**src/rtl/sd_spi_master.sv**
```systemverilog
// SPI mode-0 byte engine for SD cards: slow/fast clock, init clocks, CS hold.
// Define SD_SPI_CRC16_EN to build the running CRC16 (CCITT 0x1021) on received bytes.
module sd_spi_master #(
   parameter int CLK_DIV_SLOW = 34,
   parameter int CLK_DIV_FAST = 1,
   parameter int INIT_CLOCKS  = 80
) (
   input  logic        clk,
   input  logic        reset,
   input  logic        init_start,
   output logic        init_done,
   input  logic        xfer_start,
   input  logic [7:0]  tx_byte,
   input  logic        speed_fast,
   input  logic        cs_hold,
   output logic        xfer_ready,
   output logic [7:0]  rx_byte,
   output logic        rx_valid,
   input  logic        crc_clear,
   output logic [15:0] crc16,
   output logic        spi_clk,
   output logic        spi_mosi,
   input  logic        spi_miso,
   output logic        spi_cs_n
);

   localparam logic [7:0] DIV_SLOW  = 8'(CLK_DIV_SLOW);
   localparam logic [7:0] DIV_FAST  = 8'(CLK_DIV_FAST);
   localparam logic [7:0] INIT_LAST = 8'(INIT_CLOCKS - 1);

   typedef enum logic [1:0] {IDLE, INIT, SHIFT} state_t;

   state_t     state;
   logic [7:0] div_l;
   logic [7:0] div_cnt;
   logic [7:0] bit_cnt;
   logic [7:0] init_cnt;
   logic [6:0] tx_sh;
   logic [7:0] rx_sh;
   logic       cs_hold_l;
   logic       half_end;

   assign half_end = (div_cnt == div_l - 8'd1);

   always_ff @(posedge clk) begin
      if (reset) begin
         state      <= IDLE;
         div_l      <= DIV_SLOW;
         div_cnt    <= 8'd0;
         bit_cnt    <= 8'd0;
         init_cnt   <= 8'd0;
         tx_sh      <= 7'd0;
         rx_sh      <= 8'd0;
         cs_hold_l  <= 1'b0;
         xfer_ready <= 1'b1;
         rx_byte    <= 8'd0;
         rx_valid   <= 1'b0;
         init_done  <= 1'b0;
         spi_clk    <= 1'b0;
         spi_mosi   <= 1'b1;
         spi_cs_n   <= 1'b1;
      end else begin
         rx_valid  <= 1'b0;
         init_done <= 1'b0;
         case (state)
            IDLE: begin
               // init_start takes priority over a same-cycle xfer_start
               if (init_start) begin
                  state      <= INIT;
                  xfer_ready <= 1'b0;
                  div_l      <= DIV_SLOW;
                  div_cnt    <= 8'd0;
                  init_cnt   <= 8'd0;
                  spi_cs_n   <= 1'b1;
                  spi_mosi   <= 1'b1;
               end else if (xfer_start) begin
                  state      <= SHIFT;
                  xfer_ready <= 1'b0;
                  div_l      <= speed_fast ? DIV_FAST : DIV_SLOW;
                  div_cnt    <= 8'd0;
                  bit_cnt    <= 8'd0;
                  tx_sh      <= tx_byte[6:0];
                  cs_hold_l  <= cs_hold;
                  spi_cs_n   <= 1'b0;
                  spi_mosi   <= tx_byte[7];
               end
            end
            INIT: begin
               if (half_end) begin
                  div_cnt <= 8'd0;
                  spi_clk <= ~spi_clk;
                  if (spi_clk) begin
                     if (init_cnt == INIT_LAST) begin
                        state      <= IDLE;
                        xfer_ready <= 1'b1;
                        init_done  <= 1'b1;
                     end else begin
                        init_cnt <= init_cnt + 8'd1;
                     end
                  end
               end else begin
                  div_cnt <= div_cnt + 8'd1;
               end
            end
            SHIFT: begin
               // MISO is captured on the rising SPI edge, MOSI advances on the falling edge
               if (half_end) begin
                  div_cnt <= 8'd0;
                  if (!spi_clk) begin
                     spi_clk <= 1'b1;
                     rx_sh   <= {rx_sh[6:0], spi_miso};
                  end else begin
                     spi_clk <= 1'b0;
                     if (bit_cnt == 8'd7) begin
                        state      <= IDLE;
                        xfer_ready <= 1'b1;
                        rx_byte    <= rx_sh;
                        rx_valid   <= 1'b1;
                        spi_mosi   <= 1'b1;
                        spi_cs_n   <= ~cs_hold_l;
                     end else begin
                        bit_cnt  <= bit_cnt + 8'd1;
                        spi_mosi <= tx_sh[6];
                        tx_sh    <= {tx_sh[5:0], 1'b0};
                     end
                  end
               end else begin
                  div_cnt <= div_cnt + 8'd1;
               end
            end
            default: state <= IDLE;
         endcase
      end
   end

`ifdef SD_SPI_CRC16_EN
   logic [15:0] crc_q;

   function automatic logic [15:0] crc_byte(input logic [15:0] c_in, input logic [7:0] d);
      logic [15:0] c;
      c = c_in;
      for (int i = 7; i >= 0; i--) begin
         if (c[15] ^ d[i]) c = {c[14:0], 1'b0} ^ 16'h1021;
         else              c = {c[14:0], 1'b0};
      end
      return c;
   endfunction

   // A clear coinciding with a new byte restarts the CRC from that byte
   always_ff @(posedge clk) begin
      if (reset)          crc_q <= 16'h0000;
      else if (rx_valid)  crc_q <= crc_byte(crc_clear ? 16'h0000 : crc_q, rx_byte);
      else if (crc_clear) crc_q <= 16'h0000;
   end

   assign crc16 = crc_q;
`else
   logic unused_crc_clear;
   assign unused_crc_clear = crc_clear;
   assign crc16 = 16'h0000;
`endif

endmodule
```
**config.mk**
```make
export PLATFORM = sky130hd
export DESIGN_NAME = sd_spi_master
export DESIGN_NICKNAME = d
export VERILOG_FILES = /design/src/rtl/sd_spi_master.sv
export SDC_FILE = /design/constraint.sdc
export NUM_CORES = 1
export LEC_CHECK = 0
export ABC_AREA = 0
export BUFFER_PORTS_ARGS = -buffer_cell sky130_fd_sc_hd__buf_2
export CAP_MARGIN = 30
export CORE_UTILIZATION = 49
export CTS_BUF_LIST = sky130_fd_sc_hd__clkbuf_16
export DETAILED_ROUTE_END_ITERATION = 12
export PLACE_DENSITY_LB_ADDON = 0.2
export SYNTH_ARGS = -nofsm -noshare
export SYNTH_HDL_FRONTEND = slang
export SYNTH_SLANG_ARGS = --single-unit
```
**constraint.sdc**
```tcl
create_clock -name clk -period 2.8 [get_ports clk]
set_clock_uncertainty 0.1 [all_clocks]
set_input_delay 0.56 -clock clk [delete_from_list [all_inputs] [get_ports clk]]
set_output_delay 0.56 -clock clk [all_outputs]
set_load 0.05 [all_outputs]
```
# Yosys cells after proc, flatten, opt, wreduce, memory -nomap -nowiden
# Cells that the tools add are included.
[totals]
ff_bits = 64
latchBits = 0
ramBits = 0
mem_bits_ro = 0
input_bits = 16
out_inout_bits = 30
elab_cells = 122
memories = 0
[op_classes]
n_addsub = 4
n_mul = 0
div = 0
order_cmp = 0
n_eq_ne = 17
n_shift = 0
n_mux = 58
bitwise = 6
reduce_logical = 22
[ops]
columns = ["op", "count"]
rows = [
  ["$mux W8", 13],
  ["$pmux W8 S2", 3],
  ["$mux W7", 5],
  ["$add A8 B1 Y8 const B", 3],
  ["$mux W1", 22],
  ["$ne A2 B2 Y1 const B", 11],
  ["$mux W2", 8],
  ["$pmux W7 S2", 1],
  ["$reduce_and A5 Y1", 2],
  ["$reduce_bool A2 Y1", 5],
  ["$reduce_and A3 Y1", 3],
  ["$eq A8 B3 Y1 const B", 1],
  ["$eq A8 B7 Y1 const B", 1],
  ["$eq A8 B8 Y1", 1],
  ["$reduce_and A4 Y1", 2],
  ["$reduce_and A8 Y1", 1],
  ["$reduce_or A4 Y1", 2],
  ["$sub A8 B1 Y8 const B", 1],
  ["$reduce_and A7 Y1", 1],
  ["$mux W6", 1],
  ["$not A1 Y1", 6],
  ["$pmux W1 S2", 3],
  ["$pmux W2 S3", 1],
  ["$reduce_and A6 Y1", 1],
  ["8 further kinds", 9],
]

# Depth between registers and ports, before layout
[logic_depth]
word_depth = 5
mapped_depth = 9
ltp_nobuf = 7

# Worst setup path before layout
# No wires, ideal clock.
[synth_timing]
path_type = "register to register"
startpoint = "register div_l[0]"
endpoint = "register bit_cnt[5]"
setup_ns = 0.072
t_arrival_ns = 2.208
required_ns = 2.628
path_slack_ns = 0.421
stages_incl_launch_ff = 10
path_buffers = 2
synth_period_minus_slack_ns = 2.379
path_cell_list = "dfxtp_1 -> inv_1 -> ha_1 -> xor2_1 -> nand3_1 -> clkbuf_1 -> o41a_1 -> buf_6 -> or4_1 -> a21oi_1"
[synth_via]
elab_chain_len = 4
[synth_lines]
columns = ["item", "line_no", "source"]
rows = [
  ["start, declared", "34", "logic [7:0] div_l;"],
  ["start signal, assigned", "79", "div_l <= speed_fast ? DIV_FAST : DIV_SLOW;"],
  ["$sub A8 B1 Y8", "43", "assign half_end = (div_cnt == div_l - 8'd1);"],
  ["$eq A8 B8 Y1", "43", ""],
  ["$ne A2 B2 Y1 (no source line)", "-", ""],
  ["$reduce_and A6 Y1 (no source line)", "-", ""],
  ["end signal, assigned", "122", "bit_cnt <= bit_cnt + 8'd1;"],
  ["end, declared", "36", "logic [7:0] bit_cnt;"],
]
# No other way between the ends.
# A chain may end at the register's enable or synchronous reset.

# Worst setup path in the final report
[layout_timing]
startpoint = "register div_l[0]"
endpoint = "register rx_sh[5]"
[layout_via]
elab_chain_len = 3
[layout_lines]
columns = ["item", "line_no", "source"]
rows = [
  ["$sub A8 B1 Y8", "43", ""],
  ["$eq A8 B8 Y1", "43", ""],
  ["$reduce_and A3 Y1 (no source line)", "-", ""],
  ["end signal, assigned", "111", "rx_sh <= {rx_sh[6:0], spi_miso};"],
  ["end, declared", "39", "logic [7:0] rx_sh;"],
]
# No other way between the ends.

==> qor.yml <==
clock_tree:
  h-tree-depth: 3
  clk_pin_slew_ns: 0.05
  ctsResizeCount: 0
  ctsLongestPathBuffers: 2
  clkLatencyLatePin_ns: 0.32
  clock_sinks: 58
  cts_tree: "done"
  numCtsBuffers: 9
  cts_root_buffer: "clkbuf_16"
  post-cts-setup-buffer-count: 0
  hold_buffers: 0
timing:
  rsz0062_at_grt: "false"
  fmaxAchievable_ghz: 0.390
  finalSetupViolCount: 0
  drv_slew: 0
  timing.final.crit_period_ns: 2.56
  hold_viol: 0
  setup_slack_ns: 0.238
  worst_pin_slew_ns: 0.978
  fin_setup_tns_ns: 0
  relSlewSlack_pct: 34.5
  fin_crit_sh_pct: 91.5
min_path:
  hold_depth: 3
  hold_end: "rx_sh[0]$_SDFFE_PP0P_"
  hold_path.startpoint: "spi_miso"
  hold_path.class: "in -> reg"
route:
  ant_nets: 0
  firstDrtPassIters: 5
  vias: 2503
  drt_iter0_markers: 114
  wl_per_cell_um: 13.8
  vias_per_cell: 5.59
  wirelength_um: 6170
  drc: 0
setup_path:
  start_kind: "flop"
  r2r_slack_ns: 0.24
  crit_type: "reg -> reg"
  crit_fanout: 11
  worstPathArrival_ns: 2.66
  reg2reg_to: "rx_sh[5]$_SDFFE_PP0P_"
  end_kind: "flop"
  critPathRequiredTime_ns: 2.90
  r2r-start: "div_l[0]$_SDFFE_PP0P_"
  rr_worst_depth: 7
cells_and_area:
  nets: 393
  antennaDiodeCount: 0
  final_cell_mix: "58 x dfxtp_1, 43 x nor2_1, 29 x buf_2"
  area_growth_pct: 15.0
  layout_commonest_cell: "dfxtp_1"
  instances_no_fill: 448
  final.fill_count: 555
  drive_above_1_share_pct: 17.7
die:
  boundaryPins: 46
  core-area_sq_mm: 0.00589
  die_area_sq_mm: 0.00641
  die_w_um: 80.1
  die-height_um: 80.1
  fp-row-count: 28
  start_util_pct: 50.7
pwr:
  pwr_density_cell_mw_per_mm2: 800
  p_total_uw: 2750
  cellLeakagePower_uw: 0.00140
  peakVddDrop_v: 0.000457
yosys:
  yosysSeqAreaShare_pct: 38.9
  ys_async_sr_fraction_pct: 0
  ys_seq_elements: 58
  syn_inst: 340
  synth_area_sq_mm: 0.00299
  synth.avg_cell_area_sq_um: 8.78
  yosysWarnings: 0
  synth_edf_count: 0
  synth.distinct_cells: 47
  synthFlopType: "dfxtp_1"
global_routing:
  grt_pass1_wl_um: 10400
  antenna_found_initial: 0
  grt_max_degree: 40
  grt_usage_pct: 21.1
  first_global_vias: 2258
  grt_overflow: 0
place:
  port_buffers: 28
  place_ws_ns: 0.275
  gp_congestion: 0.803
  hpwl_um: 4180
  dp_cells: 432
job:
  cap_viol_max_count: 0
status:
  status: "finished clean"
## cells in the mapped netlist, drive strengths merged (3+ instances only)
master	instances	share of area (%)
or3	3	0.63
nor2	43	5.4
a311oi	6	1.8
xor2	8	2.3
xnor2	3	0.88
dfxtp	58	39
nor3	7	1.2
o21ai	14	2.3
or2	6	1.3
inv	9	1.1
mux2i	28	9.4
nand4	6	1.3
nand3	13	2.2
o211ai	3	0.75
a31o	5	1.5
nor4b	3	0.88
buf	22	5.4
nor4	3	0.63
nand4b	3	0.88
o31ai	8	2.0
nand2	16	2.0
a211o	4	1.2
clkbuf	13	1.6
or4	7	1.8
a21oi	19	3.2
ha	9	3.8
## registers in the layout, indices dropped and copies added (netlist names)
signal / count
init_cnt: 8
bit_cnt: 8
rx_sh: 8
div_l: 2
state: 2
div_cnt: 8
cs_hold_l: 1
rx_byte: 8
rx_valid: 1
spi_mosi: 1
xfer_ready: 1
spi_clk: 1
spi_cs_n: 1
init_done: 1
tx_sh: 7
## layer usage
metal | global-route usage, % | routed length, um | share of wire [%] | vias to the layer above
met5 | 0 | 0 | 0 | -
met4 | 10.7 | 126 | 2.0 | 0
met3 | 4.09 | 225 | 3.6 | 11
met2 | 33.4 | 2920 | 47 | 38
met1 | 27.3 | 2890 | 47 | 1197
li1 | - | - | - | 1257
## stage by stage
step | utilization (%) | hold slack, ns | instance area [sq um]
2_1_floorplan | - | 0.349 | 3040
3_3_place_gp | 53.3 | 0.368 | 3130
3_5_place_dp | 53.3 | 0.379 | 3140
4_1_cts | 58.3 | 0.370 | 3430
5_1_grt | 58.3 | 0.409 | 3430
6_report | 58.3 | 0.371 | 3430
## worst max-delay path by stage
stage	from	slack (ns)	end	cells after the start
6_report	div_l[0]$_SDFFE_PP0P_	0.24	rx_sh[5]$_SDFFE_PP0P_	7
5_1_grt	div_l[0]$_SDFFE_PP0P_	0.04	rx_sh[7]$_SDFFE_PP0P_	7
4_1_cts	div_l[0]$_SDFFE_PP0P_	0.26	rx_sh[5]$_SDFFE_PP0P_	7
3_5_place_dp	div_l[0]$_SDFFE_PP0P_	0.28	rx_sh[5]$_SDFFE_PP0P_	8
3_3_place_gp	div_l[0]$_SDFFE_PP0P_	0.30	rx_sh[1]$_SDFFE_PP0P_	7
2_1_floorplan	div_l[0]$_SDFFE_PP0P_	0.42	bit_cnt[5]$_SDFFE_PP0P_	9
## power breakdown
group	internal, uW	leakage (uW)	switching (uW)
clock network	685	0.000142	384
registers	892	0.000470	44.1
logic	256	0.000793	485
## critical path, cell delays in order (launching register included)
cell       delay, ns
dfxtp_1         0.39
inv_1           0.06
ha_1            0.20
nand4_1         0.09
a2bb2oi_1       0.78
or4_1           0.50
mux2i_1         0.24
nor2_1          0.06
## cells by family after synthesis
group           after synthesis  share of synthesized area, %
simple gates                118                          19.9
compound gates               71                          16.5
buf+inv                      44                          8.13
other cells                   1                         0.126
xor+xnor                     11                          3.23
mux                          28                          9.38
fa+ha+maj                     9                          3.77
flops                        58                          38.9
## area by class of cell
type | count | area [sq um] | share of cell area (%)
multi-input cells | 253 | 1650 | 47.9
flip-flops and latches | 58 | 1160 | 33.8
clock buffers | 9 | 225 | 6.56
repair buffers | 37 | 205 | 5.98
well taps | 75 | 93.8 | 2.73
clock inverters | 7 | 68.8 | 2.00
inverters | 9 | 33.8 | 0.984
Note: power is estimated with default switching activity, not from simulation.
